<file path="config.mk">
export PLATFORM = sky130hd
export DESIGN_NAME = ball_hit_detect
export DESIGN_NICKNAME = d
export VERILOG_FILES = /design/src/rtl/ball_hit_detect.sv
export SDC_FILE = /design/constraint.sdc
export NUM_CORES = 1
export LEC_CHECK = 0
export CORE_ASPECT_RATIO = 0.7
export CORE_UTILIZATION = 52
export DETAILED_ROUTE_END_ITERATION = 16
export PLACE_DENSITY_LB_ADDON = 0.05
export SLEW_MARGIN = 30
export SYNTH_ARGS = -nofsm -noshare
export SYNTH_HDL_FRONTEND = slang
export SYNTH_SLANG_ARGS = --single-unit
</file>
<file path="constraint.sdc">
create_clock -name clk -period 2.8 [get_ports clk]
set_clock_uncertainty 0.2 [all_clocks]
set_input_delay 0.42 -clock clk [delete_from_list [all_inputs] [get_ports clk]]
set_output_delay 0.42 -clock clk [all_outputs]
set_load 0.005 [all_outputs]
</file>
<file path="src/rtl/ball_hit_detect.sv">
// ball_hit_detect: accumulates ball/rope and ball/player pixel overlaps per
// frame and evaluates them at start of frame. A rope hit raises a split
// request held until acknowledged; a player hit pulses once and then starts a
// frame-counted invulnerability lockout.
// Optional feature: define HIT_SIDE_EN to track which side of the ball centre
// the player overlap fell on (hitSide); otherwise hitSide is tied to 0.
//
// state   | meaning
// S_PLAY  | no split outstanding; a rope hit latches position and requests a split
// S_SPLIT | splitReq held with stable splitX/Y until splitAck is sampled high
module ball_hit_detect #(
  parameter int BALL_SIZE      = 32,
  parameter int LOCKOUT_FRAMES = 60,
  parameter int MIN_PIXELS     = 1
) (
  input  logic        clk,
  input  logic        reset,
  input  logic        startOfFrame,
  input  logic [10:0] pixelX,
  input  logic [10:0] ballTopLeftX,
  input  logic [10:0] ballTopLeftY,
  input  logic        ballDR,
  input  logic        ropeDR,
  input  logic        playerDR,
  input  logic        splitAck,
  output logic        splitReq,
  output logic [10:0] splitX,
  output logic [10:0] splitY,
  output logic        ropeRetract,
  output logic        playerHit,
  output logic        lockoutActive,
  output logic [7:0]  hitCount,
  output logic        hitSide
);

  typedef enum logic {S_PLAY, S_SPLIT} state_t;

  localparam logic [15:0] MIN_PX    = 16'(MIN_PIXELS);
  localparam logic [7:0]  LOCK_LOAD = 8'(LOCKOUT_FRAMES);

  state_t      state, state_next;
  logic [15:0] rope_cnt, player_cnt;
  logic [7:0]  lockout;
  logic        rope_ov, player_ov;
  logic        rope_hit, player_hit, player_take;
  logic        latch_split;

  // The SOF-cycle pixel belongs to the new frame, so a reload seeds with it.
  function automatic logic [15:0] count_next(input logic [15:0] cnt,
                                             input logic ov,
                                             input logic sof);
    if (sof)
      return {15'd0, ov};
    if (ov && (cnt != 16'hFFFF))
      return cnt + 16'd1;
    return cnt;
  endfunction

  assign rope_ov     = ballDR & ropeDR;
  assign player_ov   = ballDR & playerDR;
  assign rope_hit    = startOfFrame && (rope_cnt >= MIN_PX);
  assign player_hit  = startOfFrame && (player_cnt >= MIN_PX);
  assign player_take = player_hit && (lockout == 8'd0);

  // Per-frame overlap tallies, evaluated on their pre-SOF values.
  always_ff @(posedge clk) begin
    if (reset) begin
      rope_cnt   <= 16'd0;
      player_cnt <= 16'd0;
    end else begin
      rope_cnt   <= count_next(rope_cnt, rope_ov, startOfFrame);
      player_cnt <= count_next(player_cnt, player_ov, startOfFrame);
    end
  end

  // Split handshake state register.
  always_ff @(posedge clk) begin
    if (reset)
      state <= S_PLAY;
    else
      state <= state_next;
  end

  // Next-state: rope hits while a split is outstanding are not queued.
  always_comb begin
    state_next  = state;
    latch_split = 1'b0;
    case (state)
      S_PLAY: begin
        if (rope_hit) begin
          state_next  = S_SPLIT;
          latch_split = 1'b1;
        end
      end
      S_SPLIT: begin
        if (splitAck)
          state_next = S_PLAY;
      end
    endcase
  end

  assign splitReq = (state == S_SPLIT);

  // Registered pulses, split position latch and player lockout bookkeeping.
  always_ff @(posedge clk) begin
    if (reset) begin
      ropeRetract <= 1'b0;
      playerHit   <= 1'b0;
      splitX      <= 11'd0;
      splitY      <= 11'd0;
      lockout     <= 8'd0;
      hitCount    <= 8'd0;
    end else begin
      ropeRetract <= rope_hit;
      playerHit   <= player_take;
      if (latch_split) begin
        splitX <= ballTopLeftX;
        splitY <= ballTopLeftY;
      end
      if (player_take) begin
        lockout <= LOCK_LOAD;
        if (hitCount != 8'hFF)
          hitCount <= hitCount + 8'd1;
      end else if (startOfFrame && (lockout != 8'd0)) begin
        lockout <= lockout - 8'd1;
      end
    end
  end

  assign lockoutActive = (lockout != 8'd0);

`ifdef HIT_SIDE_EN
  logic [15:0] left_cnt, right_cnt;
  logic        on_left;

  assign on_left = ({1'b0, pixelX} < ({1'b0, ballTopLeftX} + 12'(BALL_SIZE / 2)));

  // Player overlap split by side of the ball centre.
  always_ff @(posedge clk) begin
    if (reset) begin
      left_cnt  <= 16'd0;
      right_cnt <= 16'd0;
    end else begin
      left_cnt  <= count_next(left_cnt, player_ov & on_left, startOfFrame);
      right_cnt <= count_next(right_cnt, player_ov & ~on_left, startOfFrame);
    end
  end

  // Side is captured with each accepted player hit and held until the next.
  always_ff @(posedge clk) begin
    if (reset)
      hitSide <= 1'b0;
    else if (player_take)
      hitSide <= (right_cnt > left_cnt);
  end
`else
  logic [10:0] unused_side;
  assign unused_side = pixelX ^ 11'(BALL_SIZE);
  assign hitSide     = 1'b0;
`endif

endmodule

</file>
==> results of run 1 <==
[worst min path at each step]
stage,start,to,slack (ps)
floorplan,player_cnt[5]$_SDFFE_PP0P_,player_cnt[5]$_SDFFE_PP0P_,260
global route,splitY[7]$_SDFFE_PP0P_,splitY[7]$_SDFFE_PP0P_,300
finish,splitX[6]$_SDFFE_PP0P_,splitX[6]$_SDFFE_PP0P_,270
detailed placement,splitX[6]$_SDFFE_PP0P_,splitX[6]$_SDFFE_PP0P_,260
global placement,splitY[3]$_SDFFE_PP0P_,splitY[3]$_SDFFE_PP0P_,260
CTS,splitX[10]$_SDFFE_PP0P_,splitX[10]$_SDFFE_PP0P_,280
[state kept, by name (all words and copies together) (netlist names)]
| register | cells |
|---|---|
| ropeRetract | 1 |
| hitCount | 8 |
| rope_cnt | 16 |
| splitY | 11 |
| splitX | 11 |
| playerHit | 1 |
| lockout | 8 |
| splitReq | 1 |
| player_cnt | 16 |
[power by group]
group,switching [W],internal [W]
registers,0.0000673,0.00111
logic,0.000330,0.000306
clock network,0.000397,0.000501
total,0.000794,0.00192
[synthesized netlist by cell type (2+ instances only)]
cell type,number
a2111oi_0,2
a21boi_0,2
a21oi_1,30
a31o_1,3
a31oi_1,4
and2_1,3
and3_1,6
and4_1,6
buf_2,4
buf_4,2
clkbuf_1,18
dfxtp_1,73
ha_1,8
inv_1,14
mux2_4,4
mux2i_1,30
nand2_1,25
nand2b_1,44
nand3_1,17
nand4_1,15
nand4b_1,4
nor2_1,14
nor2b_1,7
nor3_1,9
nor3_2,2
nor3b_1,2
nor4_1,10
nor4_2,2
nor4b_1,4
o211ai_1,3
o21ai_0,8
o21ba_2,2
o311ai_0,2
o31ai_1,9
o32ai_1,2
o41ai_1,4
or2_1,2
or3_1,13
or4_1,11
or4_4,3
[what timing repair did]
action | CTS | global route
resized for setup | 0 | 1
endpoints found under the setup margin | 0 | 1
hold endpoints to repair | 0 | 0
[critical path, delay by kind of cell (launching register included)]
kind	cells	cell delay (ps)
buffers and inverters	3	790
flip-flops	1	370
adder cells (fa/ha/maj)	1	250
AND/OR/NAND/NOR	1	270
[routing by layer]
layer  global-route usage, %  vias to the layer above
met5                       0                        -
met4                   5.093                        0
met3                   11.43                        7
met2                   31.74                      131
met1                   33.69                     1654
li1                        -                     1766
[logic make-up (layout without fill, tap and decap cells)]
family | Yosys count | count (layout) | synth area share [%]
simple gates | 207 | 207 | 32.59
compound gates | 78 | 78 | 13.72
flops | 73 | 73 | 37.17
buf+inv | 41 | 110 | 4.424
mux | 35 | 35 | 9.453
fa+ha+maj | 8 | 8 | 2.546
other cells | 1 | 1 | 0.09539
[metrics by stage]
| step | utilization (%) | std cells | setup WS [ps] | area, µm² |
|---|---|---|---|---|
| 2_1_floorplan | - | 443 | 541.9 | 3931 |
| 3_3_place_gp | 64.17 | 594 | 399.2 | 4697 |
| 3_5_place_dp | 64.17 | 594 | 361.0 | 4697 |
| 4_1_cts | 67.06 | 610 | 69.91 | 4908 |
| 5_1_grt | 67.09 | 610 | 30.11 | 4911 |
| 6_report | 67.09 | 610 | 143.8 | 4911 |
[cell type report]
| class | count | area [µm²] |
|---|---|---|
| Clock inverter | 5 | 80.08 |
| Fill cell | 616 | 2409 |
| Inverter | 15 | 58.81 |
| Tap cell | 98 | 122.6 |
| Multi-Input combinational cell | 329 | 2301 |
| Timing Repair Buffer | 79 | 755.7 |
| Sequential cell | 73 | 1461 |
| Clock buffer | 11 | 131.4 |
==> flow_metrics.env, run 1 <==
export IMPL_final_cell_mix="dfxtp_1, clkdlybuf4s50_1, nand2b_1"
export IMPL_grt_max_degree=57
export IMPL_leakagePower_nw=1.636
export IMPL_finalWirelength_um=9114
export IMPL_postRouteAntennaNets=0
export IMPL_synth_edff_count=0
export IMPL_highest_layer="met4"
export IMPL_power_w=0.002713
export IMPL_rsz0062_at_grt="no"
export IMPL_maxSlewViolCount=0
export IMPL_crit_chain="inv_1 -> ha_1 -> and3_1 -> inv_4 -> clkdlybuf4s50_1"
export IMPL_nets=555
export IMPL_overflow=0
export IMPL_grt_pass1_wl_um=14590
export IMPL_rrSetupSlack_ps=390
export IMPL_async_flop_share_pct=0
export IMPL_mostFrequentLayoutCell="dfxtp_1"
export IMPL_wire_per_inst_um=14.94
export IMPL_min_path_type="reg -> reg"
export IMPL_start_util_pct=53.71
export IMPL_hold_depth=2
export IMPL_coreArea_um2=7320
export IMPL_r2r_cells=7
export IMPL_clk_pin_slew_worst_paths_ps=80
export IMPL_wl_met1_um=4372
export IMPL_peakVddDrop_mv=0.3504
export IMPL_die_w_um=105.9
export IMPL_r2r_start="player_cnt[1]$_SDFFE_PP0P_"
export IMPL_diodes=0
export IMPL_min_period_ps=2656
export IMPL_path_max_fanout=13
export IMPL_r2r_end="hitCount[3]$_SDFFE_PP0P_"
export IMPL_fmax_mhz=376.5
export IMPL_grt_usage_pct=23.62
export IMPL_ctsHoldBuffers=0
export IMPL_htree_num_levels=3
export IMPL_area_delta_synth_final_pct=24.92
export IMPL_ctsRootBufferMaster="clkbuf_8"
export IMPL_avgViaCountPerCell=5.833
export IMPL_hold_viol=0
export IMPL_cts_tree="done"
export IMPL_powerDensity_nw_per_um2=552.5
export IMPL_crit_start="lockout[0]$_SDFFE_PP0P_"
export IMPL_ys_warn_count=0
export IMPL_drt_pass1_iter_count=5
export IMPL_cp_arrival_ps=2040
export IMPL_antenna_found_initial=0
export IMPL_setup_tns_ps=0
export IMPL_max_stage_delay_ps=530
export IMPL_numCtsBuffers=9
export IMPL_die_h_um=74.75
export IMPL_vias=3558
export IMPL_clk_latency_ps=350
export IMPL_rows=26
export IMPL_drive_gt1_share_pct=10.55
export IMPL_grt_pass1_vias=2971
export IMPL_ys_types=60
export IMPL_worstSetupPathType="reg -> out"
export IMPL_finalSetupViolations=0
export IMPL_io_pins=75
export IMPL_dpl_hpwl_um=6416
export IMPL_cts_sinks=73
export IMPL_endpoint="lockoutActive"
export IMPL_yosysTopAreaCell="dfxtp_1"
export IMPL_slew_headroom_pct=56.16
export IMPL_yosys_top_cells_area="dfxtp_1, mux2i_1, nand2b_1, a21oi_1, ha_1"
export IMPL_cts_max_path_buffers=2
export IMPL_wl_met3_um=1022
export IMPL_drc_errors=0
export IMPL_wl_met2_um=3678
export IMPL_io_buffers=62
export IMPL_synth_area_um2=3931
export IMPL_drt_iter0_drc=207
export IMPL_synth_top_area_share_pct=37.17
export IMPL_postSynthAreaPerCell_um2=8.874
export IMPL_synth_nets=491
export IMPL_status="finished, final reports clean"
export IMPL_place_congestion=0.8664
export IMPL_crit_path_start_kind="flop"
export IMPL_max_cap_viol_count=0
export IMPL_syn_inst=443
export IMPL_ys_flop_type="dfxtp_1"
export IMPL_fin_crit_sh_pct=94.86
export IMPL_cp_end_kind="output port"
export IMPL_yosysSeqAreaShare_pct=37.17
export IMPL_tightest_slew_ps=651.6
export IMPL_timing_hold_ws_ps=273.5
export IMPL_worstPathRequired_ps=2180
export IMPL_slowest_stage="clkdlybuf4s50_1"
export IMPL_postCtsSetupRepairBufs=0
export IMPL_die_area_um2=7917
export IMPL_ys_seq_elements=73
Power figures use the tool's default switching activity.
==> run 2: changes to the inputs <==
--- a/config.mk
+++ b/config.mk
@@ -7,6 +7,7 @@
 export LEC_CHECK = 0
 export CORE_ASPECT_RATIO = 0.7
 export CORE_UTILIZATION = 52
+export CTS_CLUSTER_DIAMETER = 100
 export DETAILED_ROUTE_END_ITERATION = 16
 export PLACE_DENSITY_LB_ADDON = 0.05
 export SLEW_MARGIN = 30
==> results of run 2 <==
No change in the layout: final DEF, timing and power equal those of run 1.
